`src/rtl/shared_ram_arb.sv`:
```
// Three-way arbiter for the single-port shared packet RAM: the USB byte port always wins,
// and the CPU and DMA word ports share the remaining cycles round-robin with starvation flags.
module shared_ram_arb #(
  parameter int unsigned AW           = 10,
  parameter int unsigned STARVE_LIMIT = 16
) (
  input  logic          clk,
  input  logic          rst,
  input  logic          usb_ren,
  input  logic          usb_wen,
  input  logic [AW-1:0] usb_addr,
  input  logic [7:0]    usb_wdata,
  output logic [7:0]    usb_rdata,
  input  logic          cpu_valid,
  input  logic [AW-1:0] cpu_addr,
  input  logic [31:0]   cpu_wdata,
  input  logic [3:0]    cpu_wstrb,
  output logic          cpu_ready,
  output logic [31:0]   cpu_rdata,
  input  logic          dma_valid,
  input  logic [AW-1:0] dma_addr,
  input  logic [31:0]   dma_wdata,
  input  logic [3:0]    dma_wstrb,
  output logic          dma_ready,
  output logic [31:0]   dma_rdata,
  output logic          ram_ce,
  output logic [AW-3:0] ram_addr,
  output logic [31:0]   ram_wdata,
  output logic [3:0]    ram_wstrb,
  input  logic [31:0]   ram_rdata,
  output logic [1:0]    starve,
  input  logic          starve_clr
);

  localparam logic [7:0] LIMIT = 8'(STARVE_LIMIT);

  typedef enum logic {RR_CPU, RR_DMA} rr_t;

  rr_t        rr_q, rr_d;
  logic       usb_act, usb_rd;
  logic       cpu_elig, dma_elig, cpu_gnt, dma_gnt;
  logic       cpu_inflight, dma_inflight;
  logic       usb_rd_pend;
  logic [1:0] usb_lane;
  logic [7:0] cpu_wait_q, cpu_wait_d, dma_wait_q, dma_wait_d;
  logic [1:0] starve_d;
  logic       unused_addr_bits;

  assign unused_addr_bits = ^{cpu_addr[1:0], dma_addr[1:0]};

  assign usb_act  = usb_ren | usb_wen;
  // A simultaneous read+write is a write: no lane capture, no read data.
  assign usb_rd   = usb_ren & ~usb_wen;
  assign cpu_elig = cpu_valid & ~cpu_inflight;
  assign dma_elig = dma_valid & ~dma_inflight;

  always_comb begin
    cpu_gnt = 1'b0;
    dma_gnt = 1'b0;
    rr_d    = rr_q;
    if (!usb_act) begin
      if (cpu_elig && dma_elig) begin
        if (rr_q == RR_CPU) begin
          cpu_gnt = 1'b1;
          rr_d    = RR_DMA;
        end else begin
          dma_gnt = 1'b1;
          rr_d    = RR_CPU;
        end
      end else begin
        cpu_gnt = cpu_elig;
        dma_gnt = dma_elig;
      end
    end
  end

  always_comb begin
    ram_ce    = 1'b0;
    ram_addr  = '0;
    ram_wdata = '0;
    ram_wstrb = '0;
    if (usb_act) begin
      ram_ce    = 1'b1;
      ram_addr  = usb_addr[AW-1:2];
      ram_wdata = {4{usb_wdata}};
      ram_wstrb = usb_wen ? 4'(4'b0001 << usb_addr[1:0]) : 4'b0000;
    end else if (cpu_gnt) begin
      ram_ce    = 1'b1;
      ram_addr  = cpu_addr[AW-1:2];
      ram_wdata = cpu_wdata;
      ram_wstrb = cpu_wstrb;
    end else if (dma_gnt) begin
      ram_ce    = 1'b1;
      ram_addr  = dma_addr[AW-1:2];
      ram_wdata = dma_wdata;
      ram_wstrb = dma_wstrb;
    end
  end

  // Wait counters saturate at LIMIT; the sticky flag is raised as the counter arrives there.
  always_comb begin
    cpu_wait_d = cpu_wait_q;
    dma_wait_d = dma_wait_q;
    starve_d   = starve;
    if (starve_clr) begin
      cpu_wait_d = '0;
      dma_wait_d = '0;
      starve_d   = '0;
    end else begin
      if (cpu_gnt)
        cpu_wait_d = '0;
      else if (cpu_valid && cpu_wait_q != LIMIT)
        cpu_wait_d = cpu_wait_q + 8'd1;
      if (dma_gnt)
        dma_wait_d = '0;
      else if (dma_valid && dma_wait_q != LIMIT)
        dma_wait_d = dma_wait_q + 8'd1;
      if (cpu_wait_d == LIMIT) starve_d[0] = 1'b1;
      if (dma_wait_d == LIMIT) starve_d[1] = 1'b1;
    end
  end

  always_ff @(posedge clk) begin
    if (rst) begin
      rr_q         <= RR_CPU;
      cpu_inflight <= 1'b0;
      dma_inflight <= 1'b0;
      cpu_wait_q   <= '0;
      dma_wait_q   <= '0;
      starve       <= '0;
      usb_rd_pend  <= 1'b0;
      usb_lane     <= '0;
    end else begin
      rr_q         <= rr_d;
      cpu_inflight <= cpu_gnt;
      dma_inflight <= dma_gnt;
      cpu_wait_q   <= cpu_wait_d;
      dma_wait_q   <= dma_wait_d;
      starve       <= starve_d;
      usb_rd_pend  <= usb_rd;
      if (usb_rd) usb_lane <= usb_addr[1:0];
    end
  end

  assign cpu_ready = cpu_inflight;
  assign dma_ready = dma_inflight;
  assign cpu_rdata = ram_rdata;
  assign dma_rdata = ram_rdata;

  always_comb begin
    usb_rdata = '0;
    if (usb_rd_pend) usb_rdata = ram_rdata[{usb_lane, 3'b000} +: 8];
  end

endmodule

```
`config.mk`:
```
export PLATFORM = sky130hd
export DESIGN_NAME = shared_ram_arb
export DESIGN_NICKNAME = d
export VERILOG_FILES = /design/src/rtl/shared_ram_arb.sv
export SDC_FILE = /design/constraint.sdc
export NUM_CORES = 1
export LEC_CHECK = 0
export ABC_CLOCK_PERIOD_IN_PS = 2400
export CORE_AREA = 2 2 104 106
export DETAILED_ROUTE_END_ITERATION = 12
export DIE_AREA = 0 0 106 108
export PLACE_DENSITY = 0.81
export SLEW_MARGIN = 20
export SYNTH_ARGS = -nofsm -noshare
export SYNTH_HDL_FRONTEND = slang
export SYNTH_SLANG_ARGS = --single-unit
```
`constraint.sdc`:
```
create_clock -name clk -period 2.4 [get_ports clk]
set_input_delay 0.48 -clock clk [delete_from_list [all_inputs] [get_ports clk]]
set_output_delay 0.48 -clock clk [all_outputs]
set_load 0.01 [all_outputs]
```
Yosys cells after proc, flatten, opt, wreduce, memory -nomap -nowiden:

Cells that the tools add are included.

* flip-flop bits (word level): 24
* bits in latches: 0
* bits in writable memories: 0
* ROM bits: 0
* bits of input ports: 149
* output and inout bits: 121
* logic and storage cells: 56
* memories: 0

* add/subtract/negate cells: 2
* multiply operators: 0
* div/mod/pow operators: 0
* order comparisons: 0
* equal/unequal tests: 4
* shifts and indexed selects: 2
* mux-type cells: 26
* bitwise gates (word level): 8
* reductions and logical operators: 5

Operators by type and width (number)
* 2-to-1 mux 32 bit: 3
* 2-to-1 mux 8 bit: 10
* variable part select 32 x 6 -> 8 bit: 1
* adder 8 x 1 -> 8 bit, second input constant: 2
* == test 8 x 5 -> 1 bit, second input constant: 2
* 2-to-1 mux 4 bit: 4
* != test 8 x 5 -> 1 bit, second input constant: 2
* 2-to-1 mux 1 bit: 9
* NOT 1 bit: 4
* left shift 1 x 2 -> 4 bit, first input constant: 1
* AND 1 bit: 3
* logical AND 1 bit: 3
* AND reduction 2 bit: 1
* OR reduction 2 bit: 1
* OR 1 bit: 1

Logic depth before layout (Yosys ltp):

Gate-level depths: netlist of the first run.

* word-level depth: 8
* gate-level depth with buffers: 7
* mapped depth without buffers: 7

Worst setup path after synthesis of the first run:

Ideal clock, no wire load.

* kind: in2out
* from: input cpu_valid
* to: output ram_wstrb[1]
* arrival: 1739 ps
* required time: 1920 ps
* setup slack: 181 ps
* stages: 7
* buffers on the path: 3
* path through: clkbuf_1 nand2b_1 a211oi_4 buf_4 buf_4 a22oi_1 o21ai_0

* cells in the longest elaborated chain, start to end: 7
* elaborated cells between the ends (all ways): 9
* those cells by class: mux (7); bitwise (1); reduce/logical (1)

RTL lines
* start, declared: RTL line 14 `input logic cpu_valid,`
* AND 1 bit (*): RTL line 54 `assign cpu_elig = cpu_valid & ~cpu_inflight;`
* logical AND 1 bit: RTL line 62 `if (cpu_elig && dma_elig) begin`
* 2-to-1 mux 1 bit: RTL line 62
* 2-to-1 mux 1 bit: RTL line 61 `if (!usb_act) begin`
* 2-to-1 mux 4 bit: RTL line 92 `end else if (dma_gnt) begin`
* 2-to-1 mux 4 bit (*): RTL line 87 `end else if (cpu_gnt) begin`
* 2-to-1 mux 4 bit (*): RTL line 82 `if (usb_act) begin`
* end, declared: RTL line 29 `output logic [3:0] ram_wstrb,`

Every way passes the cells marked *; elsewhere a longest branch is shown, timed or not.

Worst setup path in the final report of the first run:

* from: register dma_inflight (netlist: dma_ready)
* to: output ram_wdata[17]

* cells in the longest elaborated chain, start to end: 8
* elaborated cells between the ends (all ways): 10
* those cells by class: mux (7); bitwise (2); reduce/logical (1)

RTL lines
* start, declared: RTL line 42 `logic cpu_inflight, dma_inflight;`
* start signal, assigned: RTL line 136 `dma_inflight <= dma_gnt;`
* NOT 1 bit (*): RTL line 55 `assign dma_elig = dma_valid & ~dma_inflight;`
* AND 1 bit (*): RTL line 55
* logical AND 1 bit: RTL line 62
* 2-to-1 mux 1 bit: RTL line 62
* 2-to-1 mux 1 bit: RTL line 61
* 2-to-1 mux 32 bit: RTL line 92
* 2-to-1 mux 32 bit (*): RTL line 87
* 2-to-1 mux 32 bit (*): RTL line 82
* end, declared: RTL line 28 `output logic [31:0] ram_wdata,`

Marked as above.

==> impl_results.md, run 1 <==
* Status: finished clean
* Hold endpoint: starve[0]
* Hold depth at 2
* Final setup viols at 0
* Post-synth top area share at 0.183
* Initial antenna violation count at 0
* Max Fclk at 0.422 GHz
* Worst R2R End: starve[0]
* CTS tree: built
* Avg Cell Area, Syn at 7.76 µm²
* Largest net degree at the start of global routing at 42
* # fillers at 918
* Routed Antenna Nets at 0
* Crit end category: primary output
* Max cap viols at 0
* Drt first pass iters at 6
* First-pass GRT wire length at 19.9 mm
* Worst VDD drop at 0.253 mV
* Asr flop ratio synth at 0
* #FFs+latches synth at 24
* H-tree levels at 1
* CTS clk-pin slew, worst paths at 0.08 ns
* CP Class: flop to primary output
* DP HPWL at 10.9 mm
* Worst r2r path cells at 7
* Final Slew Violations at 0
* Cts bufs inserted at 3
* Final worst slack at 0.0301 ns
* Static leakage at 2.36 nW
* Measured slew at the worst slew-check pin at 0.428 ns
* Hold Path Origin: starve[0]
* Core ar. at 10200 µm²
* Via count at 3712
* Top area cells in the synthesized netlist: buf_4, dfxtp_1, a221oi_1
* Clock Path Buffers at 2
* Port Buffers at 265
* FF-to-FF setup slack at 0.40 ns
* Worst Path Arrival at 1.89 ns
* Commonest non-fill, non-tap cells in the layout: clkdlybuf4s50_1, nor2_1, buf_4
* Period utilization at 0.987
* DRC at 0
* Post-synth EDFFs at 0
* Row count at 37
* Post-synthesis sequential area ratio at 0.178
* Synth area leader: buf_4
* Drt wl/cell at 18.6 µm
* Unique masters post-synth at 49
* Commonest non-fill, non-tap cell in the layout: clkdlybuf4s50_1
* RSZ-0062 raised after global routing: true
* Post-Route WL at 13.7 mm
* Main synth FF type: dfxtp_1
* Critical Path Source Type: flop
* Post-route setup TNS at 0 ns
* IO Count at 270
* Worst hold-check path type: flop to flop
* FF-to-FF Start: cpu_wait_q[0]
* Max FO, Critical Path at 15
* Pwr/cell area at 276 nW/µm²
* Layout cell share with drive strength beyond 1 at 0.279
* Place WS at -0.656 ns
* Slew headroom at 0.713
* Iter 0 DRT Violations at 362
* Horiz. Die Dim at 106 µm
* GRT Overall Usage at 0.220
* GRT overflow at 0
* Cell count after synthesis at 348
* Detail-routed via count per cell at 5.02
* Setup Skew at 0.00218 ns
* Synth Warn # at 0
* Post-synthesis net count at 501
* Starting Density at 0.264
* Area grow syn2layout at 110%
* Number of global-route vias before repair at 3665
* Clock sinks at 24
* Hold Fails Final Rpt at 0
* Die Area at 11400 µm²
* Placer Congestion at 0.885
* Root buffer cell: clkbuf_8
* CP Data Required Time at 1.92 ns
* Chip height at 108 µm
* Diode count at 0
* Final net count at 757
* Clock Latency Late Sink at 0.27 ns
* Cell Area, Synth at 2700 µm²
* Final worst path period need at 2.37 ns
how the worst max path moves through the flow:
stage                   start       endpoint  depth (start not counted)
finish              dma_ready  ram_wdata[17]                          8
global route        dma_ready  ram_wdata[27]                          8
CTS                 dma_ready    ram_addr[7]                          9
detailed placement    usb_wen  ram_wdata[17]                          7
global placement    dma_valid  ram_wdata[26]                          8
floorplan           cpu_valid   ram_wstrb[1]                          7
registers in the layout, indices dropped and copies added (netlist names):
signal       flops
rr_q             1
starve           2
usb_lane         2
usb_rd_pend      1
cpu_wait_q       8
dma_wait_q       8
cpu_ready        1
dma_ready        1
report_power, final:
| part | leakage [nW] | switching, W | total, W | internal, W |
|---|---|---|---|---|
| clock network | 0.0288 | 0.000132 | 0.000279 | 0.000147 |
| registers | 0.195 | 0.00000943 | 0.000413 | 0.000404 |
| logic | 2.13 | 0.000347 | 0.000871 | 0.000524 |
| total | 2.36 | 0.000488 | 0.00156 | 0.00107 |
synth_stat cells (2+ instances only):
library cell and number:
nand2b_1 4, ha_1 4, mux2i_1 5, nor2b_1 4
or3_1 2, o2111ai_1 3, a211oi_1 2, a21oi_1 4
inv_1 13, buf_2 7, dfxtp_1 24, xnor2_1 5
o21ai_0 5, nand4_1 4, and2_1 8, a221oi_1 32
a211o_1 2, buf_4 66, nor2_2 2, nor3_1 4
a222oi_1 8, and4_1 2, clkbuf_1 11, a22oi_1 2
xor2_1 7, nand2_1 15, mux4_2 8, nand3_1 9
nor2_1 65, buf_6 2
cells by family after synthesis:
logic type,after synthesis,share of synthesized area
buffers and inverters,99,0.238
flip-flops,24,0.178
XOR/XNOR,12,0.0389
AO/OA/AOI/OAI,68,0.215
adder cells (fa/ha/maj),4,0.0185
multiplexers,14,0.0908
AND/OR/NAND/NOR,127,0.220
metal layers:
layer / vias to the layer above / GRT usage / part of all wire
li1: 1711 / - / -
met1: 1759 / 0.254 / 0.37
met2: 203 / 0.402 / 0.51
met3: 39 / 0.0470 / 0.078
met4: 0 / 0.0761 / 0.040
met5: - / 0 / 0
area by class of cell:
type,instances,area [µm²],area share
clock buffers,4,55.1,0.00972
inverters,13,48.8,0.00861
multi-input cells,225,1800,0.317
flip-flops and latches,24,482,0.0850
well taps,136,170,0.0300
repair buffers,337,3110,0.549
through the flow:
stage	utilization	hold slack, ns	cells	total power [W]	instance area (µm²)
2_1_floorplan	-	0.470	348	0.000735	2700
3_3_place_gp	0.526	0.446	720	0.00126	5380
3_5_place_dp	0.526	0.446	720	0.00128	5380
4_1_cts	0.552	0.457	739	0.00156	5650
5_1_grt	0.554	0.482	739	0.00164	5660
6_report	0.554	0.457	739	0.00156	5660
what timing repair did:
action,4_1_cts,5_1_grt
cloned,4,0
setup buffers,11,4
pin swaps,39,27
endpoints found under the setup margin,53,45
hold buffers,0,0
resized for setup,225,25
critical path: stages, from the launching register on:
cell and delay [ns]:
dfxtp_2 0.34, and2b_2 0.25, buf_6 0.13, nand2_4 0.07, nor2_4 0.06, buf_12 0.15
a221oi_2 0.28, nor2_1 0.09, clkdlybuf4s15_2 0.25
Power figures use the tool's default switching activity.
==> inputs of run 2 (changes only) <==
GPL_TIMING_DRIVEN = 0   (was not set)
SLEW_MARGIN = not set   (was 20)
==> run 2 against run 1 <==
The run now ends with setup timing left. Wire length grew 4.0%. Critical endpoint is now ram_wdata[3]. Count of clock-buffer cells in the layout fell by 1. First-iteration DRC count down 23%. Via count up 1.8%. Sequential cell count unchanged.
==> impl_results.md, run 2 (synthesis results as in run 1) <==
* Status: finished, violations left
* Violated checks: setup timing
* Worst hold-check path type: flop to flop
* Regs by FF count: cpu_wait_q x8, dma_wait_q x8
* Clock Path Buffers at 2 (unchanged)
* GRT overflow at 0 (unchanged)
* Cells after DPL at 748 (+3.9%)
* First-pass GRT wire length at 19.8 mm (-0.83%)
* Max cap viols at 0 (unchanged)
* CTS tree: built
* Worst Path Arrival at 1.97 ns (+0.08 ns)
* Drt first pass iters at 7 (+1)
* Critical Path Source Type: flop
* Met2 usage at 0.405 (+0.00323)
* Max FO, Critical Path at 5 (-10)
* Period utilization at 1.02 (+0.0327)
* CTS clk-pin slew, worst paths at 0.09 ns (about the same)
* Crit end category: primary output
* Met3 Resource Use GR at 0.0464 (-0.000603)
* Post-Route WL at 14.3 mm (+4.0%)
* Post-route setup TNS at -0.0669 ns (-0.0669 ns)
* Largest net degree at the start of global routing at 13 (-69%)
* Row count at 37 (unchanged)
* DRC at 0 (unchanged)
* Routed Antenna Nets at 0 (unchanged)
* Commonest non-fill, non-tap cells in the layout: clkdlybuf4s50_1, buf_4, nor2_1
* Area grow syn2layout at 115%
* CP Class: flop to primary output
* Commonest non-fill, non-tap cell in the layout: clkdlybuf4s50_1
* H-tree levels at 1 (unchanged)
* Diode count at 0 (unchanged)
* Clock sinks at 24 (unchanged)
* Root buffer cell: clkbuf_8
* Worst hold slack at 0.471 ns (+0.0139 ns)
* Layout cell share with drive strength beyond 1 at 0.309 (+0.0304)
* Setup Skew at 0.00112 ns (-0.00106 ns)
* # fillers at 933 (+1.6%)
* Final setup viols at 3 (+3)
* Total power at 0.00155 W (-0.66%)
* CP Data Required Time at 1.92 ns (about the same)
* Layer carrying the most global-route usage: met2
* Pwr/cell area at 268 nW/µm² (-3.0%)
* Via count at 3779 (+1.8%)
* Number of global-route vias before repair at 3634 (-0.85%)
* Area of the multi-input gates at 1820 µm² (+1.5%)
* IO Count at 270 (unchanged)
* Port Buffers at 264 (-0.38%)
* Hold Fails Final Rpt at 0 (unchanged)
* Iter 0 DRT Violations at 280 (-23%)
* Placer Congestion at 0.884 (about the same)
* Measured slew at the worst slew-check pin at 0.481 ns (+0.0525 ns)
* Clock Latency Late Sink at 0.27 ns (about the same)
* Initial antenna violation count at 0 (unchanged)
* Horiz. Die Dim at 106 µm (unchanged)
* GRT Overall Usage at 0.219 (-0.000904)
* Die Area at 11400 µm² (unchanged)
* Starting Density at 0.264 (unchanged)
* Detail-routed via count per cell at 4.93 (-1.9%)
* Post-Layout Cell Count at 767 (+3.8%)
* Sequential cell area at 482 µm² (unchanged)
* Hold_buf cts at 0 (unchanged)
* Chip height at 108 µm (unchanged)
* Cts bufs inserted at 3 (unchanged)
* Met1 GRT Util at 0.255 (+0.000266)
* Final Slew Violations at 0 (unchanged)
* Worst VDD drop at 0.224 mV (-11%)
* DP HPWL at 11.3 mm (+3.9%)
* Slew headroom at 0.678 (-0.0345)
* Drt wl/cell at 18.6 µm (+0.19%)
* Core ar. at 10200 µm² (unchanged)
* Final worst slack at -0.0483 ns (-0.0784 ns)
* Final net count at 786 (+3.8%)
* RSZ-0062 raised after global routing: true
* Static leakage at 2.46 nW (+4.5%)
* Max Fclk at 0.408 GHz (-3.2%)
* Final worst path period need at 2.45 ns (+0.0784 ns)
==> run 2: worst paths after layout <==
check                start           end  slack (ns)  cells past startpoint
max              dma_ready  ram_wdata[3]       -0.05                      7
min              starve[1]     starve[1]        0.47                      2
max reg2reg  cpu_wait_q[0]     starve[0]        0.37                      7
min reg2reg      starve[1]     starve[1]        0.47                      2
==> run 2: repair_timing <==
action	in CTS	in global routing
cloned	4	0
buffers inserted	13	1
pin swaps	18	20
resized for setup	205	60
endpoints found under the setup margin	53	42
==> run 2: metrics by stage <==
stage,cell area (µm²),worst slack [ns],util
after floorplan,2700,0.181,-
after global placement,5510,-1.44,0.539
after detailed placement,5510,-1.44,0.539
after CTS,5630,0.00107,0.550
after global routing,5800,-0.0969,0.567
final,5800,-0.0483,0.567
==> run 2: final cells by class <==
cell class	count	share of cell area
Buffer	84	0.110
Clock buffer	3	0.00712
Inverter	13	0.00841
Multi-Input combinational cell	225	0.314
Sequential cell	24	0.0830
Tap cell	136	0.0293
Timing Repair Buffer	282	0.448
==> run 2: worst max-delay path, stage by stage (launching register included) <==
cell and delay, ns:
dfxtp_2 0.33, and2b_2 0.27, a211oi_4 0.08, buf_4 0.16
buf_6 0.13, a221oi_1 0.34, nor2_1 0.09, dlygate4sd2_1 0.31
==> run 2: routing by layer <==
metal  routed length [µm]  up-vias
met4                  418        0
met5                    0        -
met1                 5290     1799
li1                     -     1776
met2                 7660      176
met3                  904       28
==> run 2: power by group <==
part           internal [W]  switching, W
clock              0.000113      0.000133
sequential         0.000404    0.00000905
combinational      0.000538      0.000356
total               0.00105      0.000498
